[src/rtl/tt_um_serial_adder_ctrl_pkg.sv]
// Shared definitions for the bit-serial adder controller: FSM encoding,
// operand width and output bit positions.
package tt_um_serial_adder_ctrl_pkg;

    localparam int unsigned OpWidth  = 4;
    localparam int unsigned SumWidth = OpWidth + 1;

    // uo_out bit positions
    localparam int unsigned OutCarry = 4;
    localparam int unsigned OutBusy  = 5;
    localparam int unsigned OutDone  = 6;
    localparam int unsigned OutOvf   = 7;

    typedef enum logic [1:0] {
        StIdle = 2'd0,
        StAdd  = 2'd1,
        StDone = 2'd2
    } state_e;

endpackage

[src/rtl/fa_bit.sv]
// Single-bit full adder built from two half adders and an OR of their carries.
module fa_bit (
    input  logic i_a,
    input  logic i_b,
    input  logic i_cin,
    output logic o_sum,
    output logic o_cout
);

    logic w_s0;
    logic w_c0;
    logic w_c1;

    ha u_ha0 (
        .i_a (i_a),
        .i_b (i_b),
        .o_s (w_s0),
        .o_c (w_c0)
    );

    ha u_ha1 (
        .i_a (w_s0),
        .i_b (i_cin),
        .o_s (o_sum),
        .o_c (w_c1)
    );

    assign o_cout = w_c0 | w_c1;

endmodule

[src/rtl/ha.sv]
// Half adder cell.
module ha (
    input  logic i_a,
    input  logic i_b,
    output logic o_s,
    output logic o_c
);

    assign o_s = i_a ^ i_b;
    assign o_c = i_a & i_b;

endmodule

[src/rtl/tt_um_serial_adder_ctrl.sv]
// Bit-serial 4+4 bit unsigned adder: one full-adder cell stepped LSB first,
// one bit every STEP_DIV enabled cycles, result latched on completion.
module tt_um_serial_adder_ctrl
    import tt_um_serial_adder_ctrl_pkg::*;
#(
    parameter int unsigned STEP_DIV = 1
) (
    input  logic       clk,
    input  logic       rst_n,
    input  logic       ena,
    input  logic [7:0] ui_in,
    input  logic [7:0] uio_in,
    output logic [7:0] uo_out,
    output logic [7:0] uio_out,
    output logic [7:0] uio_oe
);

    localparam logic [7:0] StepLast = 8'(STEP_DIV - 1);
    localparam logic [1:0] BitLast  = 2'(OpWidth - 1);

    state_e               r_state, w_state_nxt;
    logic                 r_start_q, w_start_q_nxt;
    logic                 r_armed, w_armed_nxt;
    logic [OpWidth-1:0]   r_a, w_a_nxt;
    logic [OpWidth-1:0]   r_b, w_b_nxt;
    logic                 r_carry, w_carry_nxt;
    logic [OpWidth-1:0]   r_psum, w_psum_nxt;
    logic [1:0]           r_bit_idx, w_bit_idx_nxt;
    logic [7:0]           r_step_cnt, w_step_cnt_nxt;
    logic [SumWidth-1:0]  r_sum, w_sum_nxt;
    logic                 r_ovf, w_ovf_nxt;

    logic                 w_start_edge;
    logic                 w_fa_sum;
    logic                 w_fa_cout;
    logic [OpWidth-1:0]   w_psum_shift;
    logic                 w_unused;

    fa_bit u_fa (
        .i_a    (r_a[0]),
        .i_b    (r_b[0]),
        .i_cin  (r_carry),
        .o_sum  (w_fa_sum),
        .o_cout (w_fa_cout)
    );

    // r_armed blocks a start that was already high when reset released.
    assign w_start_edge = uio_in[0] & ~r_start_q & r_armed;
    assign w_psum_shift = {w_fa_sum, r_psum[OpWidth-1:1]};
    assign w_unused     = ^uio_in[7:1];

    always_comb begin
        w_state_nxt    = r_state;
        w_start_q_nxt  = r_start_q;
        w_armed_nxt    = r_armed;
        w_a_nxt        = r_a;
        w_b_nxt        = r_b;
        w_carry_nxt    = r_carry;
        w_psum_nxt     = r_psum;
        w_bit_idx_nxt  = r_bit_idx;
        w_step_cnt_nxt = r_step_cnt;
        w_sum_nxt      = r_sum;
        w_ovf_nxt      = r_ovf;

        if (ena) begin
            w_start_q_nxt = uio_in[0];
            w_armed_nxt   = r_armed | ~uio_in[0];

            unique case (r_state)
                StIdle, StDone: begin
                    if (w_start_edge) begin
                        w_a_nxt        = ui_in[3:0];
                        w_b_nxt        = ui_in[7:4];
                        w_carry_nxt    = 1'b0;
                        w_psum_nxt     = '0;
                        w_bit_idx_nxt  = '0;
                        w_step_cnt_nxt = '0;
                        w_state_nxt    = StAdd;
                    end
                end
                StAdd: begin
                    if (r_step_cnt == StepLast) begin
                        w_step_cnt_nxt = '0;
                        w_psum_nxt     = w_psum_shift;
                        w_a_nxt        = {1'b0, r_a[OpWidth-1:1]};
                        w_b_nxt        = {1'b0, r_b[OpWidth-1:1]};
                        w_carry_nxt    = w_fa_cout;
                        w_bit_idx_nxt  = r_bit_idx + 2'd1;
                        if (r_bit_idx == BitLast) begin
                            w_sum_nxt   = {w_fa_cout, w_psum_shift};
                            w_ovf_nxt   = w_fa_cout;
                            w_state_nxt = StDone;
                        end
                    end else begin
                        w_step_cnt_nxt = r_step_cnt + 8'd1;
                    end
                end
                default: w_state_nxt = StIdle;
            endcase
        end
    end

    always_ff @(posedge clk) begin
        if (!rst_n) begin
            r_state    <= StIdle;
            r_start_q  <= 1'b0;
            r_armed    <= 1'b0;
            r_a        <= '0;
            r_b        <= '0;
            r_carry    <= 1'b0;
            r_psum     <= '0;
            r_bit_idx  <= '0;
            r_step_cnt <= '0;
            r_sum      <= '0;
            r_ovf      <= 1'b0;
        end else begin
            r_state    <= w_state_nxt;
            r_start_q  <= w_start_q_nxt;
            r_armed    <= w_armed_nxt;
            r_a        <= w_a_nxt;
            r_b        <= w_b_nxt;
            r_carry    <= w_carry_nxt;
            r_psum     <= w_psum_nxt;
            r_bit_idx  <= w_bit_idx_nxt;
            r_step_cnt <= w_step_cnt_nxt;
            r_sum      <= w_sum_nxt;
            r_ovf      <= w_ovf_nxt;
        end
    end

    always_comb begin
        uo_out                = '0;
        uo_out[OutCarry:0]    = r_sum;
        uo_out[OutBusy]       = (r_state == StAdd);
        uo_out[OutDone]       = (r_state == StDone);
        uo_out[OutOvf]        = r_ovf;
    end

    assign uio_out = 8'h00;
    assign uio_oe  = 8'h00;

endmodule

[config.mk]
export PLATFORM = sky130hd
export DESIGN_NAME = tt_um_serial_adder_ctrl
export DESIGN_NICKNAME = d
export VERILOG_FILES = /design/src/rtl/tt_um_serial_adder_ctrl_pkg.sv /design/src/rtl/fa_bit.sv /design/src/rtl/ha.sv /design/src/rtl/tt_um_serial_adder_ctrl.sv
export SDC_FILE = /design/constraint.sdc
export NUM_CORES = 1
export LEC_CHECK = 0
export ABC_AREA = 1
export CAP_MARGIN = 15
export CORE_UTILIZATION = 51
export CTS_BUF_LIST = sky130_fd_sc_hd__clkbuf_2
export CTS_CLUSTER_DIAMETER = 150
export DETAILED_ROUTE_END_ITERATION = 10
export PLACE_DENSITY_LB_ADDON = 0.15
export REMOVE_ABC_BUFFERS = 1
export SYNTH_ARGS = -nofsm -noshare
export SYNTH_HDL_FRONTEND = slang
export SYNTH_SLANG_ARGS = --single-unit
[constraint.sdc]
create_clock -name clk -period 1.75 [get_ports clk]
set_input_delay 0.525 -clock clk [delete_from_list [all_inputs] [get_ports clk]]
set_output_delay 0.525 -clock clk [all_outputs]
set_load 0.1 [all_outputs]
# Word-level counts from Yosys, hierarchy flattened
# Index checks and enable logic that the tools add are counted.
dict set report word_totals {
  register_bits 33
  inputBits 19
}
dict set report op_classes {
  addsub 2
  eq_ne 6
  n_mux 22
  bitwise 10
  n_reduce_logical 8
}
# op count
set ops {}
lappend ops {{2-to-1 mux 4 bit} 6}
lappend ops {{one-hot mux 4 bit (2 select lines)} 3}
lappend ops {{2-to-1 mux 8 bit} 2}
lappend ops {{one-hot mux 8 bit (2 select lines)} 1}
lappend ops {{AND reduction 4 bit} 3}
lappend ops {{2-to-1 mux 2 bit} 5}
lappend ops {{adder 8 x 1 -> 8 bit (second input constant)} 1}
lappend ops {{logical NOT 8 bit} 1}
lappend ops {{one-hot mux 2 bit (2 select lines)} 2}
lappend ops {{bitwise AND 1 bit} 4}
lappend ops {{equality test 2 bit (second input constant)} 2}
lappend ops {{inequality test 2 x 1 -> 1 bit (second input constant)} 2}
lappend ops {{AND reduction 3 bit} 1}
lappend ops {{adder 2 x 1 -> 2 bit (second input constant)} 1}
lappend ops {{equality test 2 x 1 -> 1 bit (second input constant)} 1}
lappend ops {{logical NOT 2 bit} 1}
lappend ops {{2-to-1 mux 1 bit} 2}
lappend ops {{inequality test 2 bit (second input constant)} 1}
lappend ops {{NOT 1 bit} 2}
lappend ops {{OR 1 bit} 2}
lappend ops {{one-hot mux 1 bit (2 select lines)} 1}
lappend ops {{nonzero test 2 bit} 1}
lappend ops {{OR reduction 2 bit} 1}
lappend ops {{bitwise XOR 1 bit} 2}

# Logic depth before layout (Yosys ltp)
dict set report depth {
  depth_word 5
  mapped_depth 10
}

# Modules after synthesis
# From an unflattened synthesis, not the netlist that was laid out.
dict set report hier_totals {
  hier_cells 262
  hier_area_um2 1865.5
}
# mod instances cells_per_inst area_each_um2
set modules_own_cells {}
lappend modules_own_cells {tt_um_serial_adder_ctrl 1 257 1829.3}
lappend modules_own_cells {ha 2 1 12.5}
lappend modules_own_cells {fa_bit 1 3 11.3}

# Worst setup path before layout
# OpenSTA, ideal clock, no wires.
dict set report synth_path {
  kind {flip-flop to output port}
  start {register r_state[1]}
  end {output uo_out[6]}
  t_arrival_ps 1777
  required_time_ps 1225
  slack_ps -552
  stages_incl_launch_ff 3
  path_buffers 0
  cell_sequence {dfxtp_1 inv_1 nor2_1}
}
dict set report synth_between {
  elab_chain_cells 1
}
# item line
set synth_lines {}
lappend synth_lines {{start: declaration} tt_um_serial_adder_ctrl.sv:21} ;# state_e r_state, w_state_nxt;
lappend synth_lines {{start signal: assignment} tt_um_serial_adder_ctrl.sv:105} ;# r_state <= StIdle;
lappend synth_lines {{start signal: assignment} tt_um_serial_adder_ctrl.sv:117} ;# r_state <= w_state_nxt;
lappend synth_lines {{equality test 2 bit} tt_um_serial_adder_ctrl.sv:135} ;# uo_out[OutDone] = (r_state == StDone);
lappend synth_lines {{end: declaration} tt_um_serial_adder_ctrl.sv:13} ;# output logic [7:0] uo_out,
# No other way between the ends.

# Final worst setup path
dict set report layout_path {
  start {register r_state[0]}
  end {output uo_out[5]}
}
dict set report layout_between {
  elab_chain_cells 1
}
# item line
set layout_lines {}
lappend layout_lines {{equality test 2 x 1 -> 1 bit} tt_um_serial_adder_ctrl.sv:134} ;# uo_out[OutBusy] = (r_state == StAdd);
# No other way between the ends.

==> flow_summary.html <==
<table>
<tr><th>Metric</th><th>Value</th></tr>
<tr><th colspan="2">Layout</th></tr>
<tr><td>Number of nets in the layout</td><td>322</td></tr>
<tr><td>Share of cells above drive strength 1</td><td>13.4%</td></tr>
<tr><td>Post-route cell area</td><td>~2200 sq um</td></tr>
<tr><td>Ant. Diodes</td><td>0</td></tr>
<tr><td>Layout overhead on the synthesized area</td><td>20.1%</td></tr>
<tr><th colspan="2">Setup path</th></tr>
<tr><td>Number of cells traversed by the worst register-to-register path</td><td>10</td></tr>
<tr><td>WP data required</td><td>1220 ps</td></tr>
<tr><td>R2R Path Start</td><td>r_step_cnt[0]$_SDFFE_PN0P_</td></tr>
<tr><td>Critical Path Source Type</td><td>register</td></tr>
<tr><td>Crit Path Max Fanout</td><td>5</td></tr>
<tr><td>Worst setup path startpoint</td><td>r_state[0]$_SDFFE_PN0P_</td></tr>
<tr><td>Slowest CP cell</td><td>dfxtp_4</td></tr>
<tr><td>Worst path buffer plus inverter count</td><td>2</td></tr>
<tr><td>Family with the most delay on the worst path</td><td>flip-flops</td></tr>
<tr><td>Logic depth of the worst setup path including buffers</td><td>3</td></tr>
<tr><td>Chain of cells forming the critical path</td><td>inv_2 &gt; nor2_8 &gt; buf_12</td></tr>
<tr><td>Maximum single-stage delay on the critical path</td><td>400 ps</td></tr>
<tr><td>Critical path start-end classification</td><td>reg -&gt; out</td></tr>
<tr><td>Crit path capture type</td><td>output port</td></tr>
<tr><td>Arrival time at the worst endpoint</td><td>1150 ps</td></tr>
<tr><th colspan="2">Synth</th></tr>
<tr><td>XOR/XNOR Fraction of Synth Area</td><td>less than 1%</td></tr>
<tr><td>Average cell area after synthesis</td><td>6.71 sq um</td></tr>
<tr><td>Number of distinct standard cells referenced by the synthesized netlist</td><td>28</td></tr>
<tr><td>Post-synthesis share of cell area spent on and, or, nand and nor gates</td><td>39.4%</td></tr>
<tr><td>Share of the synthesized area in compound gates (AO/OA/AOI/OAI)</td><td>7.29%</td></tr>
<tr><td>Post-synthesis cell area</td><td>1820 sq um</td></tr>
<tr><td>Gate count of the mapped netlist</td><td>271</td></tr>
<tr><td>Number of warning messages in the yosys log</td><td>0</td></tr>
<tr><td>Top_reg_cell synth</td><td>dfxtp_1</td></tr>
<tr><td>Flip-flop and latch count after synthesis</td><td>31</td></tr>
<tr><td>Proportion of register bits with asynchronous set or reset after synthesis</td><td>0%</td></tr>
<tr><td>Post-Synth Adder-Cell Area</td><td>3.16%</td></tr>
<tr><td>Proportion of synthesized chip area in sequential cells</td><td>34.1%</td></tr>
<tr><td>Portion of netlist area occupied by mux cells</td><td>0%</td></tr>
<tr><td>Combinational family with the most area after synthesis</td><td>simple AND/OR/NAND/NOR gates</td></tr>
<tr><td>Number of flops mapped to enable cells by yosys</td><td>0</td></tr>
<tr><th colspan="2">Pwr</th></tr>
<tr><td>Power density cells</td><td>629 nW/um^2</td></tr>
<tr><td>PnR Total Power</td><td>1.37 mW</td></tr>
<tr><td>Peak ir drop on the vdd network</td><td>0.408 mV</td></tr>
<tr><td>Lkg Pwr</td><td>1.01 nW</td></tr>
<tr><th colspan="2">Routing</th></tr>
<tr><td>Wire per inst</td><td>10.6 um</td></tr>
<tr><td>ANT nets after route</td><td>0</td></tr>
<tr><td>Wire length after detailed routing</td><td>3650 um</td></tr>
<tr><td>Final routed DRC violation total</td><td>0</td></tr>
<tr><td>Starting DRT DRC Count</td><td>25</td></tr>
<tr><td>Via count normalized by instance count</td><td>4.76</td></tr>
<tr><td>TritonRoute pass-1 iters</td><td>4</td></tr>
<tr><td>Total via count in the routed design</td><td>around 1600</td></tr>
<tr><th colspan="2">STA</th></tr>
<tr><td>Final count of negative-setup-slack endpoints</td><td>0</td></tr>
<tr><td>Final hold slack</td><td>483 ps</td></tr>
<tr><td>Hold Violations, Final</td><td>0</td></tr>
<tr><td>Achievable frequency</td><td>0.596 GHz</td></tr>
<tr><td>Fin crit share</td><td>a little over nine tenths</td></tr>
<tr><td>Fin worst setup slack</td><td>72.9 ps</td></tr>
<tr><td>RSZ-0062 raised after global routing</td><td>true</td></tr>
<tr><td>Sum of negative setup slack</td><td>0 ps</td></tr>
<tr><td>Fin. max-slew vios</td><td>0</td></tr>
<tr><td>Setup Skew</td><td>16.4 ps</td></tr>
<tr><td>Final critical-path required period</td><td>1680 ps</td></tr>
<tr><th colspan="2">Placement</th></tr>
<tr><td>Global placement routability congestion</td><td>0.792</td></tr>
<tr><td>Post-DP HPWL</td><td>2660 um</td></tr>
<tr><td>Buffers added on ports</td><td>19</td></tr>
<tr><td>Dpl cell area</td><td>2130 sq um</td></tr>
<tr><td>Place WS</td><td>-159 ps</td></tr>
<tr><th colspan="2">Die</th></tr>
<tr><td>Area of the placeable core</td><td>3390 sq um</td></tr>
<tr><td>Number of placement rows</td><td>21</td></tr>
<tr><td>I/O pin total</td><td>43</td></tr>
<tr><td>Initial standard-cell utilization of the core</td><td>about 54%</td></tr>
<tr><td>Die boundary height</td><td>a little over 60 um</td></tr>
<tr><td>Horizontal die dimension</td><td>61.7 um</td></tr>
<tr><td>Die Outline Area</td><td>between 3000 and 4000 sq um</td></tr>
<tr><th colspan="2">Global route</th></tr>
<tr><td>Met3 Track Usage GR</td><td>5.59%</td></tr>
<tr><td>Wire length of the first global-routing pass</td><td>5940 um</td></tr>
<tr><td>Initial antenna violation count</td><td>0</td></tr>
<tr><td>Overall overflow remaining after global route</td><td>0</td></tr>
<tr><td>Met2 track demand over resource</td><td>36.3%</td></tr>
<tr><td>Vias in the first global route</td><td>1412</td></tr>
<tr><td>Overall fraction of global-route tracks in use</td><td>21.5%</td></tr>
<tr><td>Busiest layer in global routing</td><td>met2</td></tr>
<tr><td>Pin count of the biggest net entering global routing</td><td>22</td></tr>
<tr><td>Global-route track usage on met1</td><td>26.6%</td></tr>
<tr><th colspan="2">Flow run</th></tr>
<tr><td>Max-Cap Viols</td><td>0</td></tr>
<tr><th colspan="2">Clock tree</th></tr>
<tr><td>TritonCTS clock tree</td><td>done</td></tr>
<tr><td>Clock transition time at the flip-flop clock pins of the worst setup and hold paths</td><td>150 ps</td></tr>
<tr><td>Level count of the clock H-tree</td><td>2</td></tr>
<tr><td>Buffer depth of the longest clock path</td><td>2</td></tr>
<tr><td>Clock latency on the worst-skew pair</td><td>360 ps</td></tr>
<tr><td>Quantity of hold-fixing buffers added after cts</td><td>0</td></tr>
<tr><td>Sinks on the clock net</td><td>31</td></tr>
<tr><td>Total CTS buffers</td><td>5</td></tr>
<tr><td>Clock root buffer</td><td>clkbuf_2</td></tr>
<tr><th colspan="2">Status</th></tr>
<tr><td>Outcome</td><td>completed</td></tr>
<tr><th colspan="2">Hold path</th></tr>
<tr><td>Start point of the worst hold path</td><td>r_a[3]$_SDFFE_PN0P_</td></tr>
<tr><td>Path type of the worst min-delay path</td><td>reg -&gt; reg</td></tr>
<tr><td>Worst hold path depth</td><td>2</td></tr>
</table>
==> final timing paths <==
check                                  to  slack [ps]
hold reg to reg       r_a[3]$_SDFFE_PN0P_         480
setup reg to reg  r_state[0]$_SDFFE_PN0P_         200
hold / removal        r_a[3]$_SDFFE_PN0P_         480
setup / recovery                uo_out[5]          70
==> final cells by class <==
class,count,area [sq um]
multi-input combinational,205,978
timing repair buffer,33,400
tap,46,57.6
inverter,23,86.3
fill,322,1200
sequential,31,628
clock inverter,2,8.76
clock buffer,5,25.0
==> cell usage after synthesis, drive strengths merged, types with 2 or more instances <==
master	instances	area, sq um
a21oi	22	110
buf	25	185
clkbuf	2	7.51
dfxtp	31	621
ha	3	37.5
inv	23	86.3
nand2	76	303
nand3	30	168
nand3b	6	45.0
nand4	2	12.5
nor2	41	173
nor3	2	10.0
o21ai	3	15.0
==> cells in the final DEF, fill, tap and decap left out, types with 3 or more instances in the layout <==
cell | Yosys | final
buf_4 | 22 | 12
nand2_1 | 73 | 73
buf_12 | 0 | 10
nand3b_1 | 6 | 6
ha_1 | 3 | 3
a21oi_1 | 22 | 22
inv_1 | 22 | 22
conb_1 | 1 | 16
dfxtp_1 | 31 | 29
nor2_1 | 39 | 38
o21ai_0 | 3 | 3
clkbuf_2 | 0 | 5
clkdlybuf4s50_1 | 0 | 11
nand3_1 | 28 | 28
==> per-layer routing <==
metal | share of wire, % | up-vias | wire length [um]
li1 | - | 875 | -
met1 | 48 | 730 | 1730
met2 | 48 | 30 | 1750
met3 | 2.9 | 7 | 107
met4 | 1.6 | 0 | 57
met5 | 0 | - | 0
==> worst register-to-register path: stages (launching register included) <==
cell	delay [ps]
dfxtp_1	360
inv_1	110
ha_1	200
nand2_1	70
nor2_1	170
nand2_1	90
nand2_2	90
buf_4	200
nand3_1	80
nand3_1	80
inv_1	40
==> flip-flops by register name, summed over array words and instances, names as in the netlist <==
signal / count
r_step_cnt: 8
r_sum: 5
r_a: 4
r_b: 4
r_psum: 3
r_bit_idx: 2
r_state: 2
r_armed: 1
r_carry: 1
r_start_q: 1
==> cell families after synthesis <==
kind of cell,after synthesis
other cells,1
xor+xnor,1
fa+ha+maj,4
simple gates,158
compound gates,26
buf+inv,50
flops,31
==> repair_timing <==
| action | CTS | global route |
|---|---|---|
| setup endpoints to repair | 2 | 2 |
| buffers inserted | 1 | 0 |
| gates cloned | 0 | 0 |
| pin swaps | 1 | 1 |
| resized for setup | 1 | 4 |
==> where the power goes <==
part           internal, mW  switching (mW)
Combinational        0.0842           0.237
Clock                0.0843           0.232
Sequential            0.723          0.0138
Total                 0.892           0.483
==> through the flow <==
| step | std cells | utilization, % |
|---|---|---|
| after CTS | 345 | 64.2 |
| after detailed placement | 337 | 62.9 |
| final | 345 | 64.5 |
| after global placement | 337 | 62.9 |
| after floorplan | 259 | - |
| after global routing | 345 | 64.5 |
(Power assumes the default switching activity.)
